--- src/rtl/interrupt_ctrl_if.sv ---
// CPU-side bus and interrupt handshake bundle for interrupt_ctrl.
// The master modport is the CPU core, and the slave modport is the controller.
interface interrupt_ctrl_if #(
    parameter int NUM_CH = 5
);
    logic [15:0]       I_CPU_ADDR;
    logic [7:0]        I_CPU_WDATA;
    logic              I_MEM_WE_L;
    logic              I_MEM_RE_L;
    logic [7:0]        O_CPU_RDATA;
    logic              O_RD_HIT;
    logic              I_IME;
    logic              O_INT_REQ;
    logic [15:0]       O_INT_VECTOR;
    logic              I_INT_ACK;
    logic [NUM_CH-1:0] O_ACK;
    logic              O_WAKE;

    modport master (
        output I_CPU_ADDR, I_CPU_WDATA, I_MEM_WE_L, I_MEM_RE_L, I_IME, I_INT_ACK,
        input  O_CPU_RDATA, O_RD_HIT, O_INT_REQ, O_INT_VECTOR, O_ACK, O_WAKE
    );

    modport slave (
        input  I_CPU_ADDR, I_CPU_WDATA, I_MEM_WE_L, I_MEM_RE_L, I_IME, I_INT_ACK,
        output O_CPU_RDATA, O_RD_HIT, O_INT_REQ, O_INT_VECTOR, O_ACK, O_WAKE
    );
endinterface

--- src/rtl/interrupt_ctrl.sv ---
// Priority interrupt controller with CPU-mapped IF/IE registers and request/ack FSM; request 1 cycle after IF sets.
// Define INTC_EDGE_DETECT_EN to set IF only on rising source edges (default: level, sources pulse 1 cycle).
module interrupt_ctrl #(
    parameter int          NUM_CH     = 5,
    parameter logic [15:0] VEC_BASE   = 16'h0040,
    parameter logic [15:0] VEC_STRIDE = 16'd8,
    parameter logic [15:0] IF_ADDR    = 16'hFF0F,
    parameter logic [15:0] IE_ADDR    = 16'hFFFF
) (
    input  logic               I_CLOCK,
    input  logic               I_RESET_L,
    input  logic [NUM_CH-1:0]  I_IRQ,
    interrupt_ctrl_if.slave    bus
);
    localparam logic [1:0] S_IDLE    = 2'd0;
    localparam logic [1:0] S_PEND    = 2'd1;
    localparam logic [1:0] S_SERVICE = 2'd2;

    logic [NUM_CH-1:0] r_if;
    logic [NUM_CH-1:0] r_ie;
    logic [NUM_CH-1:0] r_ack_oh;
    logic [1:0]        r_state;

    logic [NUM_CH-1:0] w_pend;
    logic [NUM_CH-1:0] w_sel_oh;
    logic [NUM_CH-1:0] w_set;
    logic [NUM_CH-1:0] w_clr;
    logic [NUM_CH-1:0] w_if_nx;
    logic [2:0]        w_sel;
    logic [1:0]        w_state_nx;
    logic              w_req_ok;
    logic              w_wr_if;
    logic              w_wr_ie;
    logic              w_rd_if;
    logic              w_rd_ie;
    logic [7:0]        w_if_rd;
    logic [7:0]        w_ie_rd;

`ifdef INTC_EDGE_DETECT_EN
    logic [NUM_CH-1:0] r_hist;

    always_ff @(posedge I_CLOCK or negedge I_RESET_L) begin
        if (!I_RESET_L) r_hist <= '0;
        else            r_hist <= I_IRQ;
    end

    assign w_set = I_IRQ & ~r_hist;
`else
    assign w_set = I_IRQ;
`endif

    assign w_pend   = r_if & r_ie;
    assign w_sel_oh = w_pend & (~w_pend + 1'b1);
    assign w_req_ok = bus.I_IME && (|w_pend);

    // Scan from the top so the lowest pending index wins.
    always_comb begin
        w_sel = 3'd0;
        for (int i = NUM_CH - 1; i >= 0; i--) begin
            if (w_pend[i]) w_sel = 3'(i);
        end
    end

    assign bus.O_INT_VECTOR = VEC_BASE + ({13'd0, w_sel} * VEC_STRIDE);
    assign bus.O_WAKE       = |w_pend;

    assign w_wr_if = ~bus.I_MEM_WE_L && (bus.I_CPU_ADDR == IF_ADDR);
    assign w_wr_ie = ~bus.I_MEM_WE_L && (bus.I_CPU_ADDR == IE_ADDR);
    assign w_rd_if = ~bus.I_MEM_RE_L && (bus.I_CPU_ADDR == IF_ADDR);
    assign w_rd_ie = ~bus.I_MEM_RE_L && (bus.I_CPU_ADDR == IE_ADDR);

    always_comb begin
        w_if_rd = 8'hFF;
        w_ie_rd = 8'h00;
        for (int i = 0; i < NUM_CH; i++) begin
            w_if_rd[i] = r_if[i];
            w_ie_rd[i] = r_ie[i];
        end
    end

    assign bus.O_RD_HIT    = w_rd_if || w_rd_ie;
    assign bus.O_CPU_RDATA = w_rd_if ? w_if_rd : (w_rd_ie ? w_ie_rd : 8'h00);

    always_comb begin
        w_state_nx = r_state;
        w_clr      = '0;
        case (r_state)
            S_IDLE: begin
                if (w_req_ok) w_state_nx = S_PEND;
            end
            S_PEND: begin
                if (!w_req_ok) begin
                    w_state_nx = S_IDLE;
                end else if (bus.I_INT_ACK) begin
                    w_clr      = w_sel_oh;
                    w_state_nx = S_SERVICE;
                end
            end
            S_SERVICE: w_state_nx = S_IDLE;
            default:   w_state_nx = S_IDLE;
        endcase
    end

    // Source set beats ack clear, which beats the CPU write.
    always_comb begin
        w_if_nx = '0;
        for (int i = 0; i < NUM_CH; i++) begin
            w_if_nx[i] = ((w_wr_if ? bus.I_CPU_WDATA[i] : r_if[i]) & ~w_clr[i]) | w_set[i];
        end
    end

    always_ff @(posedge I_CLOCK or negedge I_RESET_L) begin
        if (!I_RESET_L) begin
            r_if     <= '0;
            r_ie     <= '0;
            r_state  <= S_IDLE;
            r_ack_oh <= '0;
        end else begin
            r_if     <= w_if_nx;
            r_state  <= w_state_nx;
            r_ack_oh <= w_clr;
            if (w_wr_ie) r_ie <= bus.I_CPU_WDATA[NUM_CH-1:0];
        end
    end

    // w_clr is non-zero only on the PEND->SERVICE edge, so this is a one-cycle pulse in SERVICE.
    assign bus.O_ACK     = r_ack_oh;
    assign bus.O_INT_REQ = (r_state == S_PEND);

endmodule

--- src/flat_wrapper.sv ---
// flat-port wrapper written by rule: the top's interface ports become plain ports
module interrupt_ctrl_flat 
#(
    parameter int          NUM_CH     = 5,
    parameter logic [15:0] VEC_BASE   = 16'h0040,
    parameter logic [15:0] VEC_STRIDE = 16'd8,
    parameter logic [15:0] IF_ADDR    = 16'hFF0F,
    parameter logic [15:0] IE_ADDR    = 16'hFFFF
)
  (I_CLOCK, I_RESET_L, I_IRQ, bus_I_CPU_ADDR, bus_I_CPU_WDATA, bus_I_MEM_WE_L, bus_I_MEM_RE_L, bus_I_IME, bus_I_INT_ACK, bus_O_CPU_RDATA, bus_O_RD_HIT, bus_O_INT_REQ, bus_O_INT_VECTOR, bus_O_ACK, bus_O_WAKE);
  interrupt_ctrl_if #(.NUM_CH(NUM_CH)) bus_i ();
  input  logic I_CLOCK;
  input  logic I_RESET_L;
  input  logic [NUM_CH-1:0] I_IRQ;
  input wire logic [$bits(bus_i.I_CPU_ADDR)-1:0] bus_I_CPU_ADDR;
  input wire logic [$bits(bus_i.I_CPU_WDATA)-1:0] bus_I_CPU_WDATA;
  input wire logic [$bits(bus_i.I_MEM_WE_L)-1:0] bus_I_MEM_WE_L;
  input wire logic [$bits(bus_i.I_MEM_RE_L)-1:0] bus_I_MEM_RE_L;
  input wire logic [$bits(bus_i.I_IME)-1:0] bus_I_IME;
  input wire logic [$bits(bus_i.I_INT_ACK)-1:0] bus_I_INT_ACK;
  output wire logic [$bits(bus_i.O_CPU_RDATA)-1:0] bus_O_CPU_RDATA;
  output wire logic [$bits(bus_i.O_RD_HIT)-1:0] bus_O_RD_HIT;
  output wire logic [$bits(bus_i.O_INT_REQ)-1:0] bus_O_INT_REQ;
  output wire logic [$bits(bus_i.O_INT_VECTOR)-1:0] bus_O_INT_VECTOR;
  output wire logic [$bits(bus_i.O_ACK)-1:0] bus_O_ACK;
  output wire logic [$bits(bus_i.O_WAKE)-1:0] bus_O_WAKE;
  assign bus_i.I_CPU_ADDR = bus_I_CPU_ADDR;
  assign bus_i.I_CPU_WDATA = bus_I_CPU_WDATA;
  assign bus_i.I_MEM_WE_L = bus_I_MEM_WE_L;
  assign bus_i.I_MEM_RE_L = bus_I_MEM_RE_L;
  assign bus_i.I_IME = bus_I_IME;
  assign bus_i.I_INT_ACK = bus_I_INT_ACK;
  assign bus_O_CPU_RDATA = bus_i.O_CPU_RDATA;
  assign bus_O_RD_HIT = bus_i.O_RD_HIT;
  assign bus_O_INT_REQ = bus_i.O_INT_REQ;
  assign bus_O_INT_VECTOR = bus_i.O_INT_VECTOR;
  assign bus_O_ACK = bus_i.O_ACK;
  assign bus_O_WAKE = bus_i.O_WAKE;
  interrupt_ctrl #(.NUM_CH(NUM_CH), .VEC_BASE(VEC_BASE), .VEC_STRIDE(VEC_STRIDE), .IF_ADDR(IF_ADDR), .IE_ADDR(IE_ADDR)) u_core (.I_CLOCK(I_CLOCK), .I_RESET_L(I_RESET_L), .I_IRQ(I_IRQ), .bus(bus_i));
endmodule
--- config.mk ---
export PLATFORM = sky130hd
export DESIGN_NAME = interrupt_ctrl_flat
export DESIGN_NICKNAME = d
export VERILOG_FILES = /design/src/rtl/interrupt_ctrl_if.sv /design/src/rtl/interrupt_ctrl.sv /design/src/flat_wrapper.sv
export SDC_FILE = /design/constraint.sdc
export NUM_CORES = 1
export LEC_CHECK = 0
export BUFFER_PORTS_ARGS = -buffer_cell sky130_fd_sc_hd__buf_4
export CAP_MARGIN = 20
export CORE_ASPECT_RATIO = 0.7
export CORE_UTILIZATION = 30
export CTS_CLUSTER_DIAMETER = 200
export DETAILED_ROUTE_END_ITERATION = 7
export PLACE_DENSITY_LB_ADDON = 0.15
export REMOVE_ABC_BUFFERS = 1
export SKIP_LAST_GASP = 1
export SYNTH_ARGS = -nofsm -noshare
export SYNTH_HDL_FRONTEND = slang
export SYNTH_SLANG_ARGS = --single-unit
--- constraint.sdc ---
create_clock -name I_CLOCK -period 2.1 [get_ports I_CLOCK]
set_input_delay 0 -clock I_CLOCK [delete_from_list [all_inputs] [get_ports I_CLOCK]]
set_output_delay 0 -clock I_CLOCK [all_outputs]
set_load 0.005 [all_outputs]
==> results by group, run 1 <==
GRT
  – Wire length of the first global-routing pass: 4.22 mm
  – Global-route usage over all layers: 15.4%
  – Antenna violations before repair: 0
  – GRT Residual Overflow: 0
  – Vias in the first global route: 911
  – Largest net degree at the start of global routing: 18

Yosys
  – Post-synth top area cell: dfrtp_1
  – Sequential cell area fraction in the yosys report: 41.7%
  – Syn Inst Count: 102
  – Synth area leaders: dfrtp_1, buf_4, mux2_4
  – Async set-reset flop share out of synthesis: 100%
  – Ys Warns: 0
  – Post-synthesis average cell area: 10.0 sq um
  – Synthesized area: 0.00102 sq mm
  – Synth top cells by count: dfrtp_1, buf_4, inv_1, nand2_1, nand4_1
  – Top FF cell, synth: dfrtp_1
  – Yosys reg bits: 17
  – Post-synth EDFFs: 0
  – Count leader, synth: dfrtp_1
  – Share of the synthesized area in the top cell type: 41.7%
  – Synth cell types: 27

Layout
  – Fin area: 0.00156 sq mm
  – Synthesis-to-layout area growth: 52.8%
  – Layout cell share with drive strength beyond 1: 38.9%
  – Fin util: 48.9%
  – ANT cells: 0
  – Nets@finish: 203
  – Fill cell count: 301

STA
  – Final Max Slew Viols: 0
  – Fin Hold WS: 123 ps
  – Layout Skew: 5.27 ps
  – Final period utilization: 85.8%
  – Hold Violations, Final: 0
  – Setup ws final: 299 ps
  – Final worst path period need: 1800 ps
  – Sum Neg Setup Slack: 0 ps
  – FMAX: 555 MHz
  – RSZ-0062 raised after global routing: false
  – Final setup vio count: 0

Clock tree
  – Root buf cell: clkbuf_8
  – Clock sinks: 17
  – H-Tree Depth: 1
  – Worst-Skew Late Latency: 250 ps
  – Reg clk slew, reported paths: 70 ps
  – Clk buf depth: 2
  – CTS buffer count: 3
  – CTS tree: done
  – Post-CTS setup buffers: 0

Job
  – Max-cap violations: 0

Die
  – Initial core utilization: 32.0%
  – IO Pins: 67
  – Die area: 0.00364 sq mm
  – Row cnt: 17
  – Core Footprint: 0.00319 sq mm
  – Die span in y: 50.8 microns
  – Die X-Extent: 71.7 microns

Power
  – Maximum VDD drop: 0.220 mV
  – Power per cell area: 418 mW/mm^2
  – Sw power: 139 uW
  – Net Sw Frac: 21.3%
  – Leakage power: 0.803 nW
  – Internal Power: 512 uW
  – Clock power frac: 36.9%
  – Combinational cell fraction of total power: 12.9%
  – Seq pwr share: 50.3%

Placed design
  – DP HPWL: 2.05 mm
  – I/O Buffers: 50
  – Placer congestion estimate: 0.754
  – Cell Area, Placed: 0.00138 sq mm
  – DP Worst Slack: 483 ps

Routing
  – Vias per inst: 4.82
  – DR WL/cell: 13.2 microns
  – WL final: 2.71 mm
  – First-pass DRT Iterations: 4
  – Drc violations: 0
  – Total number of vias: 988
  – Post-route antenna net violation count: 0
  – Drt initial violations: 62

Setup path
  – Crit-path max FO: 5
  – Critical path class: flip-flop to flip-flop
  – CP arrival: 1940 ps
  – Cell chain of the critical path: a22oi_1 > nand2_1 > a21oi_1 > a2111oi_0 > dlygate4sd3_1
  – Cell at the slowest stage of the critical path: dlygate4sd3_1
  – Worst path bufs/invs: 1
  – Worst path required time: 2240 ps
  – Crit. End Element: flip-flop
  – Crit-path max cell delay: 560 ps
  – Worst Setup Start Kind: flip-flop
  – Cell family with the largest share of critical-path delay: compound AO/OA/AOI/OAI gates

Worst hold path
  – Worst hold path type: primary input to flip-flop

Run status
  – Outcome: finished clean
## state kept, by name, summed over array words and instances, names as in the netlist
name,count
u_core.bus.O_ACK,5
u_core.r_state,2
u_core.r_if,5
u_core.r_ie,5
## cell type report
class | instances | area, sq um | area share, %
Inverter | 7 | 26.3 | 1.68
Sequential cell | 17 | 425 | 27.3
Timing Repair Buffer | 67 | 536 | 34.3
Multi-Input combinational cell | 72 | 479 | 30.7
Tap cell | 38 | 47.5 | 3.05
Clock inverter | 1 | 5.00 | 0.321
Clock buffer | 3 | 41.3 | 2.65
## power groups by stage
stage          clock, mW  sequential [mW]  combinational [mW]
5_1_grt            0.269            0.327              0.0918
2_1_floorplan          0            0.334             0.00995
4_1_cts            0.249            0.327              0.0836
3_3_place_gp           0            0.334              0.0645
6_report           0.240            0.327              0.0838
3_5_place_dp           0            0.334              0.0661
## layout by cell type (no fill, tap or decap)
cell,count
buf_4,54
dfrtp_1,17
conb_1,13
dlygate4sd3_1,13
nand2_1,7
inv_1,7
nand4_1,6
a22o_1,5
nor2_1,5
mux2_4,5
nor3_1,4
nand3_1,3
and4_1,3
a311o_1,3
clkbuf_8,3
nor2b_1,2
a22oi_1,2
o21ai_0,2
o2111ai_1,2
o211ai_1,2
or3_4,1
or4_4,1
and4b_1,1
a21boi_0,1
a211oi_1,1
a21oi_1,1
or3_1,1
a2111oi_0,1
clkinv_2,1
## through the flow
stage          std cells  power, mW
3_5_place_dp         188      0.400
5_1_grt              205      0.688
2_1_floorplan         96      0.344
4_1_cts              205      0.660
6_report             205      0.651
3_3_place_gp         188      0.398
## path summary, 6_finish.rpt
check                                            from                            end  slack, ps  depth (start not counted)
setup / recovery             u_core.r_if[1]$_DFF_PN0_  u_core.r_state[0]$_DFFE_PN0P_        300                          5
hold / removal                         bus_I_MEM_WE_L       u_core.r_if[4]$_DFF_PN0_        120                          3
hold reg to reg            u_core.r_ie[3]$_DFFE_PN0P_     u_core.r_ie[3]$_DFFE_PN0P_        570                          1
min in group asynchronous                   I_RESET_L     u_core.r_ie[4]$_DFFE_PN0P_        150                          2
max in group asynchronous                   I_RESET_L       u_core.r_if[0]$_DFF_PN0_       1750                          2
setup reg to reg             u_core.r_if[1]$_DFF_PN0_  u_core.r_state[0]$_DFFE_PN0P_        300                          5
## routing by layer
layer / part of all wire, % / wire (microns) / GRT usage [%] / vias to the layer above
met4: 0.15 / 4 / 1.96 / 0
met3: 7.3 / 199 / 4.14 / 2
met1: 48 / 1310 / 21.6 / 457
li1: - / - / - / 480
met2: 44 / 1200 / 24.5 / 49
met5: 0 / 0 / 0 / -
## cell families after synthesis
family	Yosys count	synth area share, %
AO/OA/AOI/OAI	20	15.7
multiplexers	5	7.35
buffers and inverters	24	15.4
flip-flops	17	41.7
other	2	0.736
AND/OR/NAND/NOR	34	19.1
## what timing repair did
item | 4_1_cts | 5_1_grt
hold buffers | 13 | 0
endpoints found under the hold margin | 28 | 0
resized for setup | 0 | 0
## tightest hold or removal path: stages
cell	delay (ps)
buf_4	90
nor3_1	70
o211ai_1	170
Power figures use the tool's default switching activity.
==> inputs of run 2 (changes only) <==
==> constraint.sdc (replaced) <==
create_clock -name I_CLOCK -period 1.5 [get_ports I_CLOCK]
set_input_delay 0 -clock I_CLOCK [delete_from_list [all_inputs] [get_ports I_CLOCK]]
set_output_delay 0 -clock I_CLOCK [all_outputs]
set_load 0.005 [all_outputs]
==> results by group, run 2 (same netlist as run 1, synthesis figures left out) <==
Run status
  – Outcome: finished clean (unchanged)

Clock tree
  – CTS tree: done (unchanged)
  – CTS buffer count: 3 (unchanged)
  – Reg clk slew, reported paths: 70 ps (about the same)
  – H-Tree Depth: 1 (unchanged)
  – Worst-Skew Late Latency: 250 ps (about the same)
  – Clock sinks: 17 (unchanged)
  – Clk buf depth: 2 (unchanged)
  – Root buf cell: clkbuf_8 (unchanged)

Power
  – Seq pwr share: 49.2% (was 50.3%)
  – Clock power frac: 37.8% (was 36.9%)
  – Maximum VDD drop: 0.401 mV (was 0.220 mV)
  – Sw power: 211 uW (was 139 uW)
  – Combinational cell fraction of total power: 13.1% (was 12.9%)
  – Net Sw Frac: 22.6% (was 21.3%)
  – Leakage power: 0.876 nW (was 0.803 nW)
  – Internal Power: 721 uW (was 512 uW)
  – Power per cell area: 546 mW/mm^2 (was 418 mW/mm^2)

Setup path
  – Worst path bufs/invs: 2 (was 1)
  – Critical path class: flip-flop to output pin (was flip-flop to flip-flop)
  – Cell family with the largest share of critical-path delay: flip-flops (was compound AO/OA/AOI/OAI gates)
  – Worst Setup Start Kind: flip-flop (unchanged)
  – Cell chain of the critical path: buf_4 > nand2_1 > nand3_1 > a21boi_0 > buf_4 (was a22oi_1 > nand2_1 > a21oi_1 > a2111oi_0 > dlygate4sd3_1)
  – Crit. End Element: output pin (was flip-flop)
  – Crit-path max FO: 4 (was 5)
  – CP dominant cell by count: buf_4
  – Cell at the slowest stage of the critical path: dfrtp_1 (was dlygate4sd3_1)
  – CP arrival: 1450 ps (was 1940 ps)
  – Crit-path max cell delay: 410 ps (was 560 ps)
  – Worst path required time: 1500 ps (was 2240 ps)

Layout
  – Fill cell count: 325 (was 301)
  – Non-filler cells, final: 221 (was 205)
  – Most common cell after layout, fill and taps aside: buf_4 (unchanged)
  – Layout cell share with drive strength beyond 1: 48.1% (was 38.9%)
  – Fin area: 0.00171 sq mm (was 0.00156 sq mm)
  – ANT cells: 0 (unchanged)
  – Nets@finish: 219 (was 203)
  – Storage cell area: 427 sq um (was 425 sq um)
  – Synthesis-to-layout area growth: 67.3% (was 52.8%)
  – Most frequent cells in the layout: buf_4, dfrtp_1, conb_1, dlygate4sd3_1 (unchanged)
  – Multi-input gate area: 505 sq um (was 479 sq um)

Routing
  – WL final: 2.87 mm (was 2.71 mm)
  – Vias per inst: 4.73 (was 4.82)
  – Total number of vias: 1045 (was 988)
  – Post-route antenna net violation count: 0 (unchanged)
  – First-pass DRT Iterations: 4 (unchanged)
  – Drt initial violations: 26 (was 62)
  – DR WL/cell: 13.0 microns (was 13.2 microns)
  – Drc violations: 0 (unchanged)

Worst hold path
  – Worst hold path type: primary input to flip-flop (unchanged)

Placed design
  – Cell Area, Placed: 0.00147 sq mm (was 0.00138 sq mm)
  – I/O Buffers: 50 (unchanged)
  – Placer congestion estimate: 0.775 (was 0.754)
  – Placed Cells incl. Taps: 200 (was 188)
  – DP HPWL: 2.20 mm (was 2.05 mm)

Die
  – Initial core utilization: 32.0% (unchanged)
  – Die span in y: 50.8 microns (unchanged)
  – IO Pins: 67 (unchanged)
  – Row cnt: 17 (unchanged)
  – Die X-Extent: 71.7 microns (unchanged)
  – Core Footprint: 0.00319 sq mm (unchanged)
  – Die area: 0.00364 sq mm (unchanged)

STA
  – RSZ-0062 raised after global routing: true (was false)
  – Final setup vio count: 0 (unchanged)
  – Final period utilization: 96.7%
  – Layout Skew: 1.09 ps (was 5.27 ps)
  – Fin Hold WS: 106 ps (was 123 ps)
  – Sum Neg Setup Slack: 0 ps (unchanged)
  – Final worst path period need: 1450 ps
  – FMAX: 689 MHz
  – Hold Violations, Final: 0 (unchanged)
  – Final Max Slew Viols: 0 (unchanged)

GRT
  – Largest net degree at the start of global routing: 18 (unchanged)
  – Vias in the first global route: 1007 (was 911)
  – Wire length of the first global-routing pass: 4.61 mm (was 4.22 mm)
  – Global-route usage over all layers: 16.3% (was 15.4%)
  – GRT Residual Overflow: 0 (unchanged)
  – Antenna violations before repair: 0 (unchanged)

Job
  – Max-cap violations: 0 (unchanged)
run 2: worst paths after layout:
kind	startpoint	endpoint	slack, ps	depth (start not counted)
min in group asynchronous	I_RESET_L	u_core.bus.O_ACK[3]$_DFF_PN0_	140	2
setup / recovery	u_core.r_if[2]$_DFF_PN0_	bus_O_INT_VECTOR[3]	50	5
hold reg to reg	u_core.r_state[0]$_DFFE_PN0P_	u_core.r_state[0]$_DFFE_PN0P_	470	1
max in group asynchronous	I_RESET_L	u_core.r_ie[0]$_DFFE_PN0P_	1150	2
hold / removal	bus_I_MEM_WE_L	u_core.r_if[4]$_DFF_PN0_	110	3
setup reg to reg	u_core.r_state[1]$_DFFE_PN0P_	u_core.r_if[0]$_DFF_PN0_	50	4
run 2: power by group through the flow:
stage               combinational (mW)  sequential (mW)  clock [mW]
floorplan                       0.0139            0.467           0
global placement                0.0929            0.467           0
detailed placement              0.0947            0.467           0
CTS                              0.122            0.458       0.353
global route                     0.134            0.458       0.385
finish                           0.122            0.458       0.352
run 2: per-layer routing:
metal	up-vias	share of wire [%]	global-route usage (%)
li1	509	-	-
met4	0	0.14	1.96
met1	478	47	21.9
met2	56	44	26.9
met3	2	9.1	4.93
met5	-	0	0
run 2: tightest hold or removal path, cell delays in order:
cell and delay (ps):
buf_4 90, nor3_1 70, o211ai_1 160
run 2: per-stage QoR:
step	worst slack [ps]	utilization [%]	power (mW)
3_5_place_dp	-61.9	46.2	0.562
3_3_place_gp	-44.9	46.2	0.560
2_1_floorplan	62.1	-	0.481
6_report	49.2	53.5	0.932
5_1_grt	-19.7	53.5	0.977
4_1_cts	15.4	52.3	0.933
run 2: final cells by class:
type / count / share of cell area (%)
repair buffers: 83 / 38.4
multi-input cells: 72 / 29.6
flip-flops and latches: 17 / 25.0
well taps: 38 / 2.78
clock buffers: 3 / 2.42
inverters: 7 / 1.54
clock inverters: 1 / 0.293
run 2: what timing repair did:
| action | in CTS | in global routing |
|---|---|---|
| hold buffers | 13 | 0 |
| pin swaps | 1 | 7 |
| endpoints found under the setup margin | 5 | 11 |
| buffers inserted | 1 | 3 |
| hold endpoints to repair | 28 | 0 |
| gates resized for setup | 3 | 4 |
| gates cloned | 0 | 0 |
